$ cat config.mk
export PLATFORM = sky130hd
export DESIGN_NAME = coffee_vend_ctrl
export DESIGN_NICKNAME = d
export VERILOG_FILES = /design/src/rtl/coffee_vend_ctrl.sv
export SDC_FILE = /design/constraint.sdc
export NUM_CORES = 1
export LEC_CHECK = 0
export CAP_MARGIN = 10
export CORE_MARGIN = 2
export CORE_UTILIZATION = 55
export DETAILED_ROUTE_END_ITERATION = 8
export GPL_ROUTABILITY_DRIVEN = 0
export GPL_TIMING_DRIVEN = 0
export PLACE_DENSITY = 0.8
export SETUP_SLACK_MARGIN = 0.2
export SYNTH_ARGS = -nofsm -noshare
export SYNTH_HDL_FRONTEND = slang
export SYNTH_SLANG_ARGS = --single-unit
$ cat constraint.sdc
create_clock -name clk -period 4.36 [get_ports clk]
set_input_delay 1.09 -clock clk [delete_from_list [all_inputs] [get_ports clk]]
set_output_delay 1.09 -clock clk [all_outputs]
set_load 0.1 [all_outputs]
$ cat src/rtl/coffee_vend_ctrl.sv
// Coffee vending controller: collects coins, sells one of N_PRODUCTS, times the dispense and pays change.
// Optional macro REFUND_TIMEOUT_EN refunds idle credit after 256 quiet cycles.
module coffee_vend_ctrl #(
   parameter int N_PRODUCTS = 4,
   parameter int CREDIT_W = 4,
   parameter logic [N_PRODUCTS*CREDIT_W-1:0] PRICE_LIST = {4'd7, 4'd5, 4'd4, 4'd3},
   parameter int DISPENSE_CYCLES = 50,
   parameter int SEL_W = $clog2(N_PRODUCTS)
) (
   input  logic                clk,
   input  logic                rst_n,
   input  logic                coin_valid,
   input  logic [CREDIT_W-1:0] coin_value,
   input  logic [SEL_W-1:0]    product_sel,
   input  logic                buy,
   input  logic                cancel,
   output logic [CREDIT_W-1:0] credit,
   output logic [CREDIT_W-1:0] change,
   output logic                change_valid,
   output logic                dispense_active,
   output logic                coin_reject,
   output logic                sel_error,
   output logic [1:0]          state_dbg
);

   // Handshake: coin_valid, buy and cancel are valid-only one-cycle strobes with no ready;
   // every strobe is consumed in the cycle it is seen, and refusals are reported one cycle later.

   typedef enum logic [1:0] {
      COLLECT  = 2'd0,
      DISPENSE = 2'd1,
      PAYOUT   = 2'd2
   } state_t;

   localparam logic [15:0] CNT_LOAD = 16'(DISPENSE_CYCLES - 1);

   state_t              state, state_nxt;
   logic [CREDIT_W-1:0] credit_nxt, change_nxt;
   logic [15:0]         cnt, cnt_nxt;
   logic                coin_reject_nxt, sel_error_nxt;
   logic [CREDIT_W:0]   coin_sum;
   logic [CREDIT_W-1:0] price;
   logic                sel_ok, buy_ok, cancel_go, timeout_go;

   assign coin_sum = {1'b0, credit} + {1'b0, coin_value};
   assign sel_ok   = (32'(product_sel) < N_PRODUCTS);
   assign price    = sel_ok ? PRICE_LIST[product_sel*CREDIT_W +: CREDIT_W] : '0;
   assign buy_ok   = sel_ok && (credit >= price);
   assign cancel_go = (cancel && (credit != '0)) || timeout_go;

`ifdef REFUND_TIMEOUT_EN
   logic [7:0] idle_cnt, idle_nxt;
   logic       idle_cycle;

   // Counts only quiet cycles while holding credit; any strobe or leaving COLLECT restarts it.
   assign idle_cycle = (state == COLLECT) && (credit != '0) && !coin_valid && !buy && !cancel;
   assign timeout_go = idle_cycle && (idle_cnt == 8'd255);
   assign idle_nxt   = idle_cycle ? idle_cnt + 8'd1 : 8'd0;

   always_ff @(posedge clk or negedge rst_n) begin
      if (!rst_n) idle_cnt <= 8'd0;
      else        idle_cnt <= idle_nxt;
   end
`else
   assign timeout_go = 1'b0;
`endif

   always_ff @(posedge clk or negedge rst_n) begin
      if (!rst_n) begin
         state       <= COLLECT;
         credit      <= '0;
         change      <= '0;
         cnt         <= 16'd0;
         coin_reject <= 1'b0;
         sel_error   <= 1'b0;
      end else begin
         state       <= state_nxt;
         credit      <= credit_nxt;
         change      <= change_nxt;
         cnt         <= cnt_nxt;
         coin_reject <= coin_reject_nxt;
         sel_error   <= sel_error_nxt;
      end
   end

   always_comb begin
      state_nxt       = state;
      credit_nxt      = credit;
      change_nxt      = change;
      cnt_nxt         = cnt;
      coin_reject_nxt = 1'b0;
      sel_error_nxt   = 1'b0;
      case (state)
         COLLECT: begin
            // Priority cancel > buy > coin; a coin never lands alongside a cancel or a buy.
            if (cancel_go) begin
               change_nxt      = credit;
               credit_nxt      = '0;
               state_nxt       = PAYOUT;
               coin_reject_nxt = coin_valid;
            end else if (buy) begin
               coin_reject_nxt = coin_valid;
               if (buy_ok) begin
                  change_nxt = credit - price;
                  credit_nxt = '0;
                  cnt_nxt    = CNT_LOAD;
                  state_nxt  = DISPENSE;
               end else begin
                  sel_error_nxt = 1'b1;
               end
            end else if (coin_valid) begin
               if (coin_sum[CREDIT_W]) coin_reject_nxt = 1'b1;
               else                    credit_nxt      = coin_sum[CREDIT_W-1:0];
            end
         end
         DISPENSE: begin
            coin_reject_nxt = coin_valid;
            if (cnt == 16'd0) state_nxt = PAYOUT;
            else              cnt_nxt   = cnt - 16'd1;
         end
         PAYOUT: begin
            coin_reject_nxt = coin_valid;
            state_nxt       = COLLECT;
         end
         default: state_nxt = COLLECT;
      endcase
   end

   always_comb begin
      dispense_active = (state == DISPENSE);
      change_valid    = (state == PAYOUT) && (change != '0);
      state_dbg       = state;
   end

endmodule

==> summary.txt <==
outcome = complete, no violations
RSZ-0062 raised after global routing = false
1st-pass router iterations = 4
slew margin rel. = 0.343
fill cell count = 263
layout cells sized above 1 = 0.0636
CP arrival = 3.75 ns
WL met1 = 1940 um
Buf/Inv on CP = 5
max cap viols = 0
Primary FF master, synth = dfrtp_1
storage element area = 701 um^2
Die W = 61.9 um
Synth Warn # = 0
Syn Area/Cell = 9.60 um^2
Die H = 61.9 um
Root Buffer = clkbuf_4
area grow syn2layout = 18.7%
max-slew violation count = 0
Post-Route Skew = 0.0135 ns
top routing layer used = met4
mapped cell area = 1840 um^2
area of the multi-input gates = 1060 um^2
first-pass GRT wire length = 7000 um
post-synthesis sequential area ratio = 0.380
vias in the first global route = 1590
largest net degree at the start of global routing = 29
Area after DPL = 2140 um^2
Worst-Skew Late Latency = 0.34 ns
ant diodes = 0
Crit Path Category = in -> reg
fin crit share = 0.808
delay-heaviest family, CP = buffers and inverters
Max Root-Sink Buffers = 2
Synth Register Bits = 28
Distinct cells, synth = 45
Setup TNS = 0 ns
Crit path largest cell delay = 0.48 ns
DIE AREA = 3830 um^2
number of synthesized flops with an enable pin = 0
initial core utilization = 0.561
DRC = 0
HPWL Detailed = 3180 um
CP max FO = 10
setup bufs post-CTS = 0
setup violators final = 0
final wirelength = 4210 um
CTS tree = yes
DR vias/cell = 6.06
WL met2 = 2060 um
syn nets = 220
gr ovfl total = 0
Port-buffer cells = 24
final instance area = 2190 um^2
Routed wire per std cell = 15.8 um
ys async rst share = 1.00
Top Ports = 25
Cells after Synth = 192
hold-fix buffers at CTS = 0
Total GRT Usage = 0.244
initial DRC count = 69
final hold vios = 0
initial antenna violation count = 0
hold crit path type = reg -> reg
crit-path most repeated cell = inv_1
met3 WL = 144 um
core area = 3280 um^2
worst path cell trace = clkdlybuf4s50_1, inv_1, ha_1, inv_1, fa_1, nor2b_1, o311a_2, o211ai_4, buf_6, buf_4, o31ai_1, nand3_1
clock-pin slew on the worst setup and hold paths = 0.16 ns
Slowest-stage cell, CP = clkdlybuf4s50_1
Nets = 249
critical path endpoint category = flip-flop
Final min period = 3.52 ns
Startpoint Class = input port
post-route ant nets = 0
worst slew pin tran = 0.982 ns
Sink Count = 28
post-cts sizing count = 0
cts bufs inserted = 3
vias post-DR = 1613
Worst EP required = 4.58 ns
Row Count = 21
Fmax = 284 MHz
CTS HTree Levels = 1
-- state kept, by name, summed over array words and instances (netlist names) --
name,flops
sel_error,1
change,4
coin_reject,1
cnt,16
state_dbg,2
credit,4
-- Yosys cell counts, types with 3 or more instances --
cell type  count  area (um^2)
a21oi_1       16         80.1
a22o_1         4         35.0
dfrtp_1       28          701
ha_1          15          188
inv_1         15         56.3
nand2_1       14         52.6
nand3_1        4         20.0
nor2_1         7         26.3
nor2b_1        5         31.3
nor3_1         6         30.0
nor4_1         4         25.0
nor4b_1        3         26.3
o21ai_0        9         45.0
o31ai_1        8         60.1
or2_2          3         18.8
or3_1          5         31.3
or4_1          9         67.6
xnor2_1        3         26.3
-- per-layer routing --
metal	global-route usage	up-vias
met5	0	-
met4	0.0942	0
met3	0.0290	8
met2	0.383	37
met1	0.347	794
li1	-	774
-- cell type report --
cell class                      count  share of cell area
Buffer                              4              0.0120
Sequential cell                    28               0.320
Tap cell                           46              0.0263
Timing Repair Buffer               24               0.107
Clock buffer                        3              0.0103
Inverter                           15              0.0257
Multi-Input combinational cell    145               0.484
Clock inverter                      1              0.0137
-- kinds of logic after synthesis --
logic type      synth area share
xor+xnor                  0.0143
compound gates             0.204
buf+inv                   0.0448
fa+ha+maj                  0.124
mux                       0.0170
flops                      0.380
simple gates               0.216
-- per-stage QoR --
stage          hold WS, ns  instances  utilization  setup WS, ns
5_1_grt              0.565        266        0.666         0.687
2_1_floorplan        0.517        192            -          1.22
3_5_place_dp         0.507        262        0.652         0.504
4_1_cts              0.540        266        0.668         0.848
3_3_place_gp         0.495        262        0.652         0.622
6_report             0.534        266        0.666         0.837
-- layout by cell type, fill, tap and decap left out, types with 2 or more instances in the layout --
cell type	Yosys	layout
nor2_1	7	7
fa_1	2	2
o31ai_1	8	8
clkbuf_4	0	3
nor4b_1	3	3
o41a_1	2	2
dfrtp_1	28	28
clkdlybuf4s50_1	0	23
mux2i_1	2	2
nor3_1	6	6
and3_1	2	2
xnor2_1	3	3
or3_1	5	5
nand2b_1	2	2
o21ai_0	9	9
o22ai_1	2	2
o21ai_1	2	2
or4_1	9	9
nand3_1	4	4
a22o_1	4	4
inv_1	15	15
ha_1	15	15
or2_2	3	3
nand2_1	14	14
nor4_1	4	4
nor2b_1	5	5
a21oi_1	16	16
-- worst reg2reg max path: stages, from the launching register on --
cell	delay (ns)
dfrtp_1	0.52
inv_1	0.09
ha_1	0.24
fa_1	0.42
nor2b_1	0.27
o311a_2	0.26
o211ai_4	0.12
buf_6	0.16
buf_4	0.17
o31ai_1	0.24
nand3_1	0.10
-- path summary, 6_finish.rpt --
| path | start | end | slack (ns) | depth (start not counted) |
|---|---|---|---|---|
| worst min-delay path | change[1] | change[1] | 0.53 | 2 |
| max in group asynchronous | rst_n | coin_reject | 3.19 | 1 |
| worst max register to register | credit[0] | cnt[5] | 1.68 | 10 |
| worst min register to register | change[1] | change[1] | 0.53 | 2 |
| worst max-delay path | product_sel[0] | cnt[5] | 0.84 | 12 |
| min in group asynchronous | rst_n | cnt[6] | 0.75 | 1 |
Power is left out: the tool's default activity adds up to more than one toggle a clock period on the data nets, which glitch-free logic cannot reach.
==> edit 1: new RTL, config.mk and constraints unchanged <==
The option `REFUND_TIMEOUT_EN` is turned on by a define.
--- a/src/rtl/coffee_vend_ctrl.sv
+++ b/src/rtl/coffee_vend_ctrl.sv
@@ -1,5 +1,7 @@
 // Coffee vending controller: collects coins, sells one of N_PRODUCTS, times the dispense and pays change.
 // Optional macro REFUND_TIMEOUT_EN refunds idle credit after 256 quiet cycles.
+`define REFUND_TIMEOUT_EN
+
 module coffee_vend_ctrl #(
    parameter int N_PRODUCTS = 4,
    parameter int CREDIT_W = 4,
Behaviour: no difference found for any inputs over 10 cycles, from zero or initial values and one cycle with rst_n low; that may be too few to reach the edited logic, so the function may still have changed.
==> edit 1 against the unedited design <==
- synthesized area increased by 31%
- sequential share of layout area decreased by 0.33 points
- maximum frequency shrank 9.1%
- setup slack got worse by 0.35 ns
- design area rose by 30%
- critical endpoint is now cnt[8]
- final cell count rose by 26%
- non-clock buffer count up 4
- routed wire length rose by 29%
- sequential cell count rose by 8
- largest cell class unchanged
- die area rose by 29%
- core utilization is 0.43 points lower
- first-iteration DRC count increased by 110%
==> edit 1: results (changes against the unedited design) <==
[finish]
layout-drive-gt1-share_pct = 8.45  ; +2.1 points
reg.largest.list = cnt x16, idle_cnt x8
nets = 312  ; +25%
diodes = 0  ; unchanged

[critical_path]
r2r_start = credit[0]
ff2ff_setup_slack_ns = 1.47  ; -0.21 ns
critPathMaxFanout = 10  ; unchanged
crit_slowest_cell = clkdlybuf4s50_1
r2r_cells = 10  ; unchanged
r2r-end = cnt[8]
arrival_ns = 4.10  ; +0.35 ns
path_delay_family = buffers and inverters

[clock_tree]
worstSkewPairLatency_ns = 0.30  ; -0.04 ns
cts_resized = 0  ; unchanged
cts_buffers = 5  ; +2
cts_root_buf = clkbuf_8
h-tree-depth = 2  ; +1
clk_path_buf_depth = 2  ; unchanged
clk_pin_slew_ns = 0.08  ; -0.08 ns

[synth]
synth_commonest_cells = 36 x dfrtp_1, 18 x inv_1, 17 x nand2_1, 16 x ha_1
synth_compound_area_share_pct = 15.8  ; -4.6 points
ys_top_cells_by_area = dfrtp_1 37%, ha_1 8.3%, inv_1 2.8%
synth_cell_types = 53  ; +18%
yosysWarnings = 0  ; unchanged
syn_nets = 281  ; +28%
synthAdderAreaFrac_pct = 9.94  ; -2.4 points
synth-xor-area-share_pct = 2.54  ; +1.1 points
seq_area_frac_synth_pct = 37.3  ; -0.73 points
synth.mux.area_fraction_pct = 3.52  ; +1.8 points

[placed_design]
numPortBuffers = 24  ; unchanged
dp.final_hpwl_mm = 3.92  ; +23%
place_ws_ns = 0.213  ; -0.290 ns

[detailed_routing]
wl_per_cell_um = 16.1  ; +2.0%
vias_per_cell = 6.09  ; +0.37%
drtIter0Drc = 142  ; +110%
dr.pass1.iters = 4  ; unchanged

[run_status]
status = finished clean

[hold_path]
hold-path-endpoint = idle_cnt[0]
hp-start = idle_cnt[0]
holdPathStages = 1  ; -1
hp-class = flip-flop to flip-flop

[timing]
skew_ns = 0.00612  ; -0.00736 ns
fin_crit_sh_pct = 88.9  ; +8.0 points
worst_pin_slew_ns = 0.971  ; -0.0109 ns

[grt]
grt_max_degree = 37  ; +28%
grt_pass1_wl_mm = 9.54  ; +36%
first_global_vias = 2063  ; +30%
grt_use_met1_pct = 31.9  ; -2.8 points
use_met2_pct = 37.8  ; -0.51 points
grt_usage_pct = 23.9  ; -0.58 points
use_met3_pct = 5.63  ; +2.7 points

[power]
p_leak_uw = 0.00122
vdd_drop_max_v = 0.000589

[edit 1: through the flow]
step | util, % | cell area, sq um | hold slack [ns] | cells
after floorplan | - | 2420 | 0.425 | 252
after global placement | 63.4 | 2720 | 0.444 | 328
after detailed placement | 63.3 | 2720 | 0.449 | 328
after CTS | 66.2 | 2840 | 0.459 | 336
after global routing | 66.2 | 2840 | 0.476 | 336
final | 66.2 | 2840 | 0.455 | 336
[edit 1: final cells by class]
cell class | count | area, sq um
buffer | 8 | 42.5
multi-input combinational | 190 | 1410
tap | 52 | 65.1
inverter | 18 | 67.6
sequential | 36 | 901
clock inverter | 1 | 30.0
fill | 350 | 1450
clock buffer | 7 | 96.3
timing repair buffer | 24 | 235
[edit 1: per-layer routing]
metal	vias to the layer above	part of all wire [%]
met5	-	0
met4	0	1.9
met3	11	4.1
met2	49	48
met1	990	46
li1	995	-
[edit 1: logic make-up after synthesis]
group	after synthesis
AO/OA/AOI/OAI	52
XOR/XNOR	7
adder cells (fa/ha/maj)	18
buffers and inverters	26
flip-flops	36
multiplexers	8
AND/OR/NAND/NOR	105
[edit 1: power groups by stage]
stage               registers, uW  clock network (uW)  logic (uW)
global route                  555                 342        1380
floorplan                     859                   0         650
global placement              541                   0        1240
detailed placement            543                   0        1270
CTS                           538                 332        1280
finish                        540                 327        1280
[edit 1: worst max-delay path by stage]
stage,startpoint,endpoint
after detailed placement,product_sel[0],cnt[8]
after global routing,product_sel[0],cnt[8]
after floorplan,product_sel[1],cnt[10]
after CTS,product_sel[0],cnt[8]
final,product_sel[0],cnt[8]
after global placement,product_sel[0],cnt[14]
==> edit 2: new RTL, config.mk and constraints unchanged <==
Made on the original files. Remove the register `sel_error`: a continuous assignment takes its place, so the output `sel_error` follows one clock earlier.
--- a/src/rtl/coffee_vend_ctrl.sv
+++ b/src/rtl/coffee_vend_ctrl.sv
@@ -72,16 +72,16 @@
          change      <= '0;
          cnt         <= 16'd0;
          coin_reject <= 1'b0;
-         sel_error   <= 1'b0;
       end else begin
          state       <= state_nxt;
          credit      <= credit_nxt;
          change      <= change_nxt;
          cnt         <= cnt_nxt;
          coin_reject <= coin_reject_nxt;
-         sel_error   <= sel_error_nxt;
       end
    end
+
+   assign sel_error = sel_error_nxt;
 
    always_comb begin
       state_nxt       = state;
Formal check against the unedited RTL: not equivalent (a bounded check fails within 4 cycles, from zero or initial values and one cycle with rst_n low).
==> edit 2 against the unedited design <==
- sequential cell count decreased by 1
- non-clock buffer count up 2
- count of clock-buffer cells in the layout grew 1
- design area is 5.1% higher
- final cell count up 3.0%
- synthesized area increased by 3.6%
- setup slack worse by 0.28 ns
- routed wire length increased by 4.7%
- critical path type is now input pin to output port
==> edit 2: results (changes against the unedited design) <==
[grt]
grt_usage_pct = 23.4  ; -1.1 points
grt_pass1_wl_mm = 7.48  ; +6.8%
antenna_found_initial = 0  ; unchanged
first_global_vias = 1730  ; +8.8%
grt_max_degree = 28  ; -3.4%

[finish]
layout-drive-gt1-share_pct = 16.7  ; +10 points
nets = 257  ; +3.2%
diodes = 0  ; unchanged
top_register = cnt
layout_commonest_cell = dfrtp_1
reg.largest.list = cnt x16, change x4, credit x4

[power]
p_leak_uw = 0.000995
p_int_uw = 781
vdd_drop_max_v = 0.000497

[clock_tree]
clk_pin_slew_ns = 0.15
clk_path_buf_depth = 2  ; unchanged
cts_buffers = 3  ; unchanged
worstSkewPairLatency_ns = 0.33
cts_root_buf = clkbuf_4
h-tree-depth = 1  ; unchanged

[synth]
ys_top_cells_by_area = dfrtp_1 35%, ha_1 9.8%, a21oi_1 4.2%
async_flop_share_pct = 100  ; unchanged
synth_commonest_cells = 27 x dfrtp_1, 16 x a21oi_1, 16 x inv_1, 15 x ha_1, 14 x nand2_1
synth_cell_types = 54  ; +20%
seq_area_frac_synth_pct = 35.4  ; -2.6 points
synth_area_per_cell_sq_um = 9.59  ; about the same
syn_nets = 227  ; +3.2%
ys.flop_type = dfrtp_1
yosysWarnings = 0  ; unchanged

[timing]
worst_pin_slew_ns = 0.979  ; -0.00359 ns
skew_ns = 0.00383  ; -0.00965 ns

[detailed_routing]
via_count = 1623  ; +0.62%
dr.pass1.iters = 4  ; unchanged
vias_per_cell = 5.92  ; -2.3%
wl_mm = 4.41  ; +4.7%
drtIter0Drc = 62  ; -10%

[placed_design]
numPortBuffers = 24  ; unchanged
dp_cells = 269  ; +2.7%
dp.final_hpwl_mm = 3.21  ; +1.1%

[critical_path]
path_delay_family = adder cells
arrival_ns = 2.71  ; -1.04 ns
crit_slowest_cell = fa_2
slowest_delay_ns = 0.37  ; -0.11 ns
critPathMaxFanout = 2  ; -8

[hold_path]
hp-class = flip-flop to flip-flop

[run_status]
status = finished clean

## edit 2: changes by cell type after synthesis, sizes merged, moves of 2 or more
cell,before,now
nor4b,3,1
a21o,1,3
o2bb2ai,0,2
o22ai,2,0
or4b,0,2
or3,5,3
o31ai,8,6
a21oi,16,18
nand3,4,8
## edit 2: path summary, 6_finish.rpt
| kind | slack [ns] | end | from | cells past startpoint |
|---|---|---|---|---|
| max | 0.56 | sel_error | product_sel[1] | 10 |
| min | 0.54 | change[1] | change[1] | 2 |
| max reg2reg | 1.50 | cnt[6] | credit[0] | 9 |
| min reg2reg | 0.54 | change[1] | change[1] | 2 |
| max in group asynchronous | 3.22 | cnt[4] | rst_n | 1 |
| min in group asynchronous | 0.74 | cnt[14] | rst_n | 1 |
## edit 2: cell type report
type,count,area [sq um]
multi-input combinational,151,1190
fill,271,1040
sequential,27,676
timing repair buffer,25,258
inverter,16,60.1
tap,46,57.6
buffer,5,36.3
clock buffer,4,26.3
## edit 2: metrics by stage
step,hold slack (ns),setup TNS [ns],cell area [sq um],worst slack (ns)
floorplan,0.501,0,1910,0.390
finish,0.537,0,2300,0.559
CTS,0.537,0,2250,0.225
global route,0.578,0,2300,0.495
global placement,0.494,-0.666,2210,-0.666
detailed placement,0.505,-0.680,2210,-0.680
## edit 2: power by group through the flow
stage | clock network, uW | logic, uW | registers, uW
final | 114 | 1170 | 471
after global routing | 125 | 1260 | 484
after CTS | 116 | 1150 | 466
after detailed placement | 0 | 1140 | 472
after global placement | 0 | 1100 | 464
after floorplan | 0 | 614 | 727
## edit 2: kinds of logic (layout without fill, tap and decap cells)
logic type                 count (synthesis)  in the layout  synth area share, %
buffers and inverters                     21             50                 5.05
xor gates and xnor gates                   4              4                 1.83
AOI/OAI and AO/OA                         54             54                 21.2
muxes                                      3              3                 1.57
DFF                                       27             27                 35.4
adders and majority gates                 17             17                 11.9
and+or+nand+nor                           73             73                 23.1
## edit 2: routing by layer
| layer | up-vias | share of wire, % | track usage [%] |
|---|---|---|---|
| li1 | 794 | - | - |
| met1 | 775 | 41 | 27.1 |
| met2 | 46 | 54 | 43.5 |
| met3 | 8 | 3.1 | 2.34 |
| met4 | 0 | 1.6 | 9.72 |
| met5 | - | 0 | 0 |
## edit 2: repair_timing
| action | 4_1_cts | 5_1_grt |
|---|---|---|
| pin swaps | 1 | 2 |
| endpoints found under the hold margin | 0 | 0 |
| resized for setup | 9 | 12 |
| endpoints found under the setup margin | 1 | 1 |
| buffers inserted | 1 | 0 |
## edit 2: worst register-to-register path: cells and delay by family (launching register included)
kind,cells,cell delay (ns)
compound gates,3,1.02
fa+ha+maj,2,0.56
flops,1,0.55
simple gates,2,0.41
buf+inv,2,0.27
